===== src/rtl/load_store_unit_if.sv =====
// Request/response handshake plus the word-wide data-memory port of the load/store unit.
// The slave modport is the unit itself; the master modport is the pipeline and memory around it.
interface load_store_unit_if;
  logic        req_valid;
  logic        req_ready;
  logic        req_write;
  logic [2:0]  req_funct3;
  logic [31:0] req_addr;
  logic [31:0] req_wdata;
  logic        resp_valid;
  logic        resp_ready;
  logic [31:0] resp_rdata;
  logic        resp_err;
  logic [31:0] data_add;
  logic [31:0] mem_data_content;
  logic        data_ReadEn;
  logic        data_writeEn;
  logic [31:0] mem_data_out;

  modport slave (
    input  req_valid, req_write, req_funct3, req_addr, req_wdata, resp_ready, mem_data_out,
    output req_ready, resp_valid, resp_rdata, resp_err,
           data_add, mem_data_content, data_ReadEn, data_writeEn
  );

  modport master (
    output req_valid, req_write, req_funct3, req_addr, req_wdata, resp_ready, mem_data_out,
    input  req_ready, resp_valid, resp_rdata, resp_err,
           data_add, mem_data_content, data_ReadEn, data_writeEn
  );
endinterface


===== src/rtl/load_store_unit.sv =====
// RISC-V load/store unit: turns byte/half/word accesses into word-only memory traffic,
// using read-modify-write for sub-word stores and flagging misaligned or illegal accesses.
module load_store_unit #(
  parameter bit WORD_INDEXED = 1'b1
) (
  input logic            clk,
  input logic            rst,
  load_store_unit_if.slave bus
);

  typedef enum logic [2:0] {IDLE, LOAD, RMW_READ, WRITE, RESP} state_t;

  state_t      state;
  logic [31:0] addr_q;
  logic [2:0]  funct3_q;
  logic [31:0] buf_q;
  logic [31:0] rdata_q;
  logic        err_q;
  logic [31:0] mem_addr;
  logic        mem_active;

  function automatic logic access_err(input logic wr, input logic [2:0] f3, input logic [1:0] a);
    case (f3)
      3'b000:  access_err = 1'b0;
      3'b001:  access_err = a[0];
      3'b010:  access_err = (a != 2'b00);
      3'b100:  access_err = wr;
      3'b101:  access_err = wr | a[0];
      default: access_err = 1'b1;
    endcase
  endfunction

  function automatic logic [31:0] load_extract(input logic [2:0] f3, input logic [1:0] a,
                                               input logic [31:0] w);
    logic [31:0] byte_sh;
    logic [31:0] half_sh;
    byte_sh = w >> {a, 3'b000};
    half_sh = w >> {a[1], 4'b0000};
    case (f3)
      3'b000:  load_extract = {{24{byte_sh[7]}}, byte_sh[7:0]};
      3'b001:  load_extract = {{16{half_sh[15]}}, half_sh[15:0]};
      3'b100:  load_extract = {24'h000000, byte_sh[7:0]};
      3'b101:  load_extract = {16'h0000, half_sh[15:0]};
      default: load_extract = w;
    endcase
  endfunction

  // Replace only the addressed lane of the fetched word with the low store bits.
  function automatic logic [31:0] store_merge(input logic [2:0] f3, input logic [1:0] a,
                                              input logic [31:0] old_w, input logic [31:0] wd);
    logic [31:0] mask;
    logic [31:0] lane;
    if (f3[0]) begin
      mask = 32'h0000FFFF << {a[1], 4'b0000};
      lane = {16'h0000, wd[15:0]} << {a[1], 4'b0000};
    end else begin
      mask = 32'h000000FF << {a, 3'b000};
      lane = {24'h000000, wd[7:0]} << {a, 3'b000};
    end
    store_merge = (old_w & ~mask) | (lane & mask);
  endfunction

  always_ff @(posedge clk or posedge rst) begin
    if (rst) begin
      state    <= IDLE;
      addr_q   <= '0;
      funct3_q <= '0;
      buf_q    <= '0;
      rdata_q  <= '0;
      err_q    <= 1'b0;
    end else begin
      case (state)
        IDLE: begin
          if (bus.req_valid) begin
            addr_q   <= bus.req_addr;
            funct3_q <= bus.req_funct3;
            buf_q    <= bus.req_wdata;
            rdata_q  <= '0;
            err_q    <= 1'b0;
            if (access_err(bus.req_write, bus.req_funct3, bus.req_addr[1:0])) begin
              err_q <= 1'b1;
              state <= RESP;
            end else if (!bus.req_write) begin
              state <= LOAD;
            end else if (bus.req_funct3 == 3'b010) begin
              state <= WRITE;
            end else begin
              state <= RMW_READ;
            end
          end
        end
        LOAD: begin
          rdata_q <= load_extract(funct3_q, addr_q[1:0], bus.mem_data_out);
          state   <= RESP;
        end
        RMW_READ: begin
          buf_q <= store_merge(funct3_q, addr_q[1:0], bus.mem_data_out, buf_q);
          state <= WRITE;
        end
        WRITE: state <= RESP;
        RESP: begin
          if (bus.resp_ready) state <= IDLE;
        end
        default: state <= IDLE;
      endcase
    end
  end

  // Memory-side signals decode straight from state so reset kills a pending write at once.
  assign mem_addr   = WORD_INDEXED ? {2'b00, addr_q[31:2]} : {addr_q[31:2], 2'b00};
  assign mem_active = (state == LOAD) || (state == RMW_READ) || (state == WRITE);

  assign bus.req_ready        = (state == IDLE) && !rst;
  assign bus.resp_valid       = (state == RESP);
  assign bus.resp_rdata       = rdata_q;
  assign bus.resp_err         = err_q;
  assign bus.data_add         = mem_active ? mem_addr : 32'h0;
  assign bus.data_ReadEn      = (state == LOAD) || (state == RMW_READ);
  assign bus.data_writeEn     = (state == WRITE);
  assign bus.mem_data_content = (state == WRITE) ? buf_q : 32'h0;

endmodule


===== src/flat_wrapper.sv =====
// flat-port wrapper written by rule: the top's interface ports become plain ports
module load_store_unit_flat 
#(
  parameter bit WORD_INDEXED = 1'b1
)
  (clk, rst, bus_req_valid, bus_req_write, bus_req_funct3, bus_req_addr, bus_req_wdata, bus_resp_ready, bus_mem_data_out, bus_req_ready, bus_resp_valid, bus_resp_rdata, bus_resp_err, bus_data_add, bus_mem_data_content, bus_data_ReadEn, bus_data_writeEn);
  load_store_unit_if bus_i ();
  input logic clk;
  input logic rst;
  input wire logic [$bits(bus_i.req_valid)-1:0] bus_req_valid;
  input wire logic [$bits(bus_i.req_write)-1:0] bus_req_write;
  input wire logic [$bits(bus_i.req_funct3)-1:0] bus_req_funct3;
  input wire logic [$bits(bus_i.req_addr)-1:0] bus_req_addr;
  input wire logic [$bits(bus_i.req_wdata)-1:0] bus_req_wdata;
  input wire logic [$bits(bus_i.resp_ready)-1:0] bus_resp_ready;
  input wire logic [$bits(bus_i.mem_data_out)-1:0] bus_mem_data_out;
  output wire logic [$bits(bus_i.req_ready)-1:0] bus_req_ready;
  output wire logic [$bits(bus_i.resp_valid)-1:0] bus_resp_valid;
  output wire logic [$bits(bus_i.resp_rdata)-1:0] bus_resp_rdata;
  output wire logic [$bits(bus_i.resp_err)-1:0] bus_resp_err;
  output wire logic [$bits(bus_i.data_add)-1:0] bus_data_add;
  output wire logic [$bits(bus_i.mem_data_content)-1:0] bus_mem_data_content;
  output wire logic [$bits(bus_i.data_ReadEn)-1:0] bus_data_ReadEn;
  output wire logic [$bits(bus_i.data_writeEn)-1:0] bus_data_writeEn;
  assign bus_i.req_valid = bus_req_valid;
  assign bus_i.req_write = bus_req_write;
  assign bus_i.req_funct3 = bus_req_funct3;
  assign bus_i.req_addr = bus_req_addr;
  assign bus_i.req_wdata = bus_req_wdata;
  assign bus_i.resp_ready = bus_resp_ready;
  assign bus_i.mem_data_out = bus_mem_data_out;
  assign bus_req_ready = bus_i.req_ready;
  assign bus_resp_valid = bus_i.resp_valid;
  assign bus_resp_rdata = bus_i.resp_rdata;
  assign bus_resp_err = bus_i.resp_err;
  assign bus_data_add = bus_i.data_add;
  assign bus_mem_data_content = bus_i.mem_data_content;
  assign bus_data_ReadEn = bus_i.data_ReadEn;
  assign bus_data_writeEn = bus_i.data_writeEn;
  load_store_unit #(.WORD_INDEXED(WORD_INDEXED)) u_core (.clk(clk), .rst(rst), .bus(bus_i));
endmodule

===== config.mk =====
export PLATFORM = sky130hd
export DESIGN_NAME = load_store_unit_flat
export DESIGN_NICKNAME = d
export VERILOG_FILES = /design/src/rtl/load_store_unit_if.sv /design/src/rtl/load_store_unit.sv /design/src/flat_wrapper.sv
export SDC_FILE = /design/constraint.sdc
export NUM_CORES = 1
export LEC_CHECK = 0
export ABC_AREA = 1
export CORE_MARGIN = 3
export CORE_UTILIZATION = 49
export DETAILED_ROUTE_END_ITERATION = 16
export GPL_TIMING_DRIVEN = 0
export PLACE_DENSITY = 0.86
export SLEW_MARGIN = 20
export SYNTH_ARGS = -nofsm -noshare
export SYNTH_HDL_FRONTEND = slang
export SYNTH_SLANG_ARGS = --single-unit

===== constraint.sdc =====
create_clock -name clk -period 9 [get_ports clk]
set_clock_uncertainty 0.2 [all_clocks]
set_input_delay 1.35 -clock clk [delete_from_list [all_inputs] [get_ports clk]]
set_output_delay 1.35 -clock clk [all_outputs]
set_load 0.01 [all_outputs]

==> reports/summary.txt <==
====================================================================================================
Run status                                                                              finished, final reports clean
Clock-pin slew reported for the worst setup and hold paths after clock tree synthesis        0.06 ns
Buffers inserted during post-CTS setup optimization                                                0
List of most frequent post-synthesis cells                                              247 x nand2_1, 103 x dfrtp_1, 100 x nor2_1, 98 x inv_1, 62 x o21ai_0
Final number of max-transition violations                                                          0
Post-Syn Instances                                                                               806
Post-synthesis cell type count                                                                    33
Global-route usage over all layers                                                             28.7%
Slack of the worst reg-to-reg path                                                           7.21 ns
Min cycle time layout                                                                        4.10 ns
Global-route wire length before repair                                                  29400 microns
Number of synthesized register bits                                                              103
Data arrival time at the worst-slack endpoint                                                2.55 ns
FFs w/ async S/R, synth                                                                         100%
Yosys warnings                                                                                     0
Maximum operating frequency                                                                0.244 GHz
TritonCTS clock tree                                                                            done
Data required time of the critical path                                                      7.45 ns
Total power                                                                                  2.53 mW
Hold Path Class                                                                         flip-flop to flip-flop
Worst Hold Margin                                                                           0.281 ns
HPWL reported at the end of detailed placement                                          14600 microns
Detailed Routing Iterations Pass 1                                                                 5
Final-report setup violation count                                                                 0
Clock network latency to the later pin of the worst-skew pair                                0.34 ns
Slew margin rel.                                                                               63.9%
EDFF count, synth                                                                                  0
Placeable core region                                                                    11200 sq um
Fraction of the yosys area taken by sequential cells                                           44.7%
Proportion of layout cells with a drive suffix above 1                                         8.01%
Fillers                                                                                          879
Highest layer used for signal routing                                                           met4
Final core occ                                                                                 74.1%
Count leader, synth                                                                          nand2_1
R2r endpoint                                                                            u_core.buf_q[22]
Max incr delay on CP                                                                         0.56 ns
Worst-case hold path end point                                                          u_core.bus.resp_rdata[1]
Number of sinks handled by clock tree synthesis                                                  103
DRC violation count after routing                                                                  0
Cell-by-cell listing of the critical path                                               clkdlybuf4s50_1, nor2_1, clkdlybuf4s50_1
Power density over the cells                                                             306 nW/um^2
Max clock buf depth                                                                                2
Clk root buf                                                                               clkbuf_16
Measured slew at the worst slew-check pin                                                   0.538 ns
Final-layout setup total negative slack                                                         0 ns
Placement Setup Slack                                                                        4.90 ns
Largest area contributor in the synthesized netlist                                          dfrtp_1
Total die area                                                                           13100 sq um
Number of global-route vias before repair                                                       5693
Mean number of vias per cell                                                                    5.17
Unrepaired setup endpoints after global routing                                                   no
Placement Rows                                                                                    38
GPL Wtd Cong                                                                                   0.936
Post-synth top area share                                                                      44.7%
Critical path's slowest cell                                                            clkdlybuf4s50_1
X dimension of the die                                                                   114 microns
CTS buffer count                                                                                   9
Total of cells resized after clock tree synthesis                                                  0
Hold buffer count at cts                                                                           0
Final net count                                                                                 1125
Leakage dissipation                                                                          4.03 nW
Starting density of the core                                                                   51.6%
Total vias in the final route                                                                   6016
Pin count of the biggest net entering global routing                                              62
Kind of end point of the critical path                                                    output pin
CP Launch Type                                                                             input pin
Number of DRC violations after detailed-routing iteration 0                                      557
Area after DPL                                                                            8000 sq um
Final WS setup                                                                               4.90 ns
Syn_area_per_cell                                                                         7.15 sq um
Worst voltage drop across the vdd grid                                                        285 uV
Biggest fanout along the worst timing path                                                         2
Final global-route overflow total                                                                  0
Period utilisation layout                                                                      45.6%
Die Y                                                                                    114 microns
Final Hold Violating Endpoints                                                                     0
Post-route cell area                                                                      8280 sq um
H-tree Lvls                                                                                        3
Flip-flop cell with the highest count after synthesis                                        dfrtp_1
Post-detailed-route wirelength per cell                                                 16.2 microns
Area growth from synthesis to layout                                                           43.8%
Detail Route Antenna Nets                                                                          0
Length in cells of the worst reg-to-reg path                                                       7
Number of buffer cells added on primary ports                                                    202
Netlist Area Pre-Place                                                                    5760 sq um
Final instance count without filler cells                                                       1164
Leading post-synthesis cells by cell area                                               dfrtp_1 45%, nand2_1 16%, nor2_1 6.5%
Top-level port count                                                                             205
Maximum Capacitance Violations                                                                     0
Met2 wirelength from detailed routing                                                   8560 microns
Critical hold path startpoint                                                           u_core.bus.resp_rdata[1]
Routed metal-1 wirelength                                                               8320 microns
Cells after DPL                                                                                 1150
Hold-critical path depth                                                                           2
Initial antenna violation count                                                                    0
Crit path top cell by count                                                             clkdlybuf4s50_1
Startpoint of the worst register-to-register path                                       u_core.funct3_q[0]
Antenna Diode Count                                                                                0
Routed wire length                                                                      18800 microns
Met3 layer wire length in the routed design                                             1460 microns
Worst setup path category                                                               input pin to output pin
====================================================================================================
## final cells by class
class	instances	area [sq um]	area share [%]
well taps	140	175	2.11
clock inverters	3	45.0	0.544
multi-input cells	554	2460	29.8
flip-flops and latches	103	2580	31.1
inverters	108	415	5.02
clock buffers	11	243	2.93
plain buffers	42	313	3.78
repair buffers	203	2050	24.7
## critical path, delay by kind of cell
family	cells	cell delay (ns)
AND/OR/NAND/NOR	1	0.15
buffers and inverters	2	1.05
## cells in the final DEF (no fill, tap or decap), drive strengths merged
master / n
a21o: 1
a21oi: 59
buf: 33
bufinv: 1
clkbuf: 21
clkdlybuf4s50: 202
clkinv: 1
clkinvlp: 2
conb: 2
dfrtp: 103
inv: 107
nand2: 255
nand3: 11
nand4: 2
nor2: 106
o211ai: 2
o21ai: 109
o22ai: 7
## layer usage
layer  vias up  global-route usage, %
met5         -                      0
met4         0                   9.66
met3        37                   5.92
met2       259                   43.3
met1      2784                   41.3
li1       2936                      -
## cells by family after synthesis
group	synth area share, %
other	0.0651
AO/OA/AOI/OAI	16.3
buffers and inverters	12.6
flip-flops	44.7
AND/OR/NAND/NOR	26.4
## state kept, by name, indices dropped and copies added (netlist names)
register and flops:
u_core.addr_q 32, u_core.buf_q 32, u_core.bus.resp_err 1, u_core.bus.resp_rdata 32, u_core.funct3_q 3, u_core.state 3
## power by group
| part | switching [mW] | internal, mW | total (mW) |
|---|---|---|---|
| logic | 0.791 | 0.551 | 1.34 |
| registers | 0.124 | 0.681 | 0.805 |
| clock network | 0.167 | 0.220 | 0.387 |
## worst max path at each step
stage               startpoint                  endpoint  slack, ns
floorplan                  rst          u_core.addr_q[0]       4.75
global placement           rst  u_core.bus.resp_rdata[5]       3.12
detailed placement         rst             bus_req_ready       4.90
CTS                        rst             bus_req_ready       4.91
global route               rst             bus_req_ready       4.84
finish                     rst             bus_req_ready       4.90
Note: power is estimated with default switching activity, not from simulation.
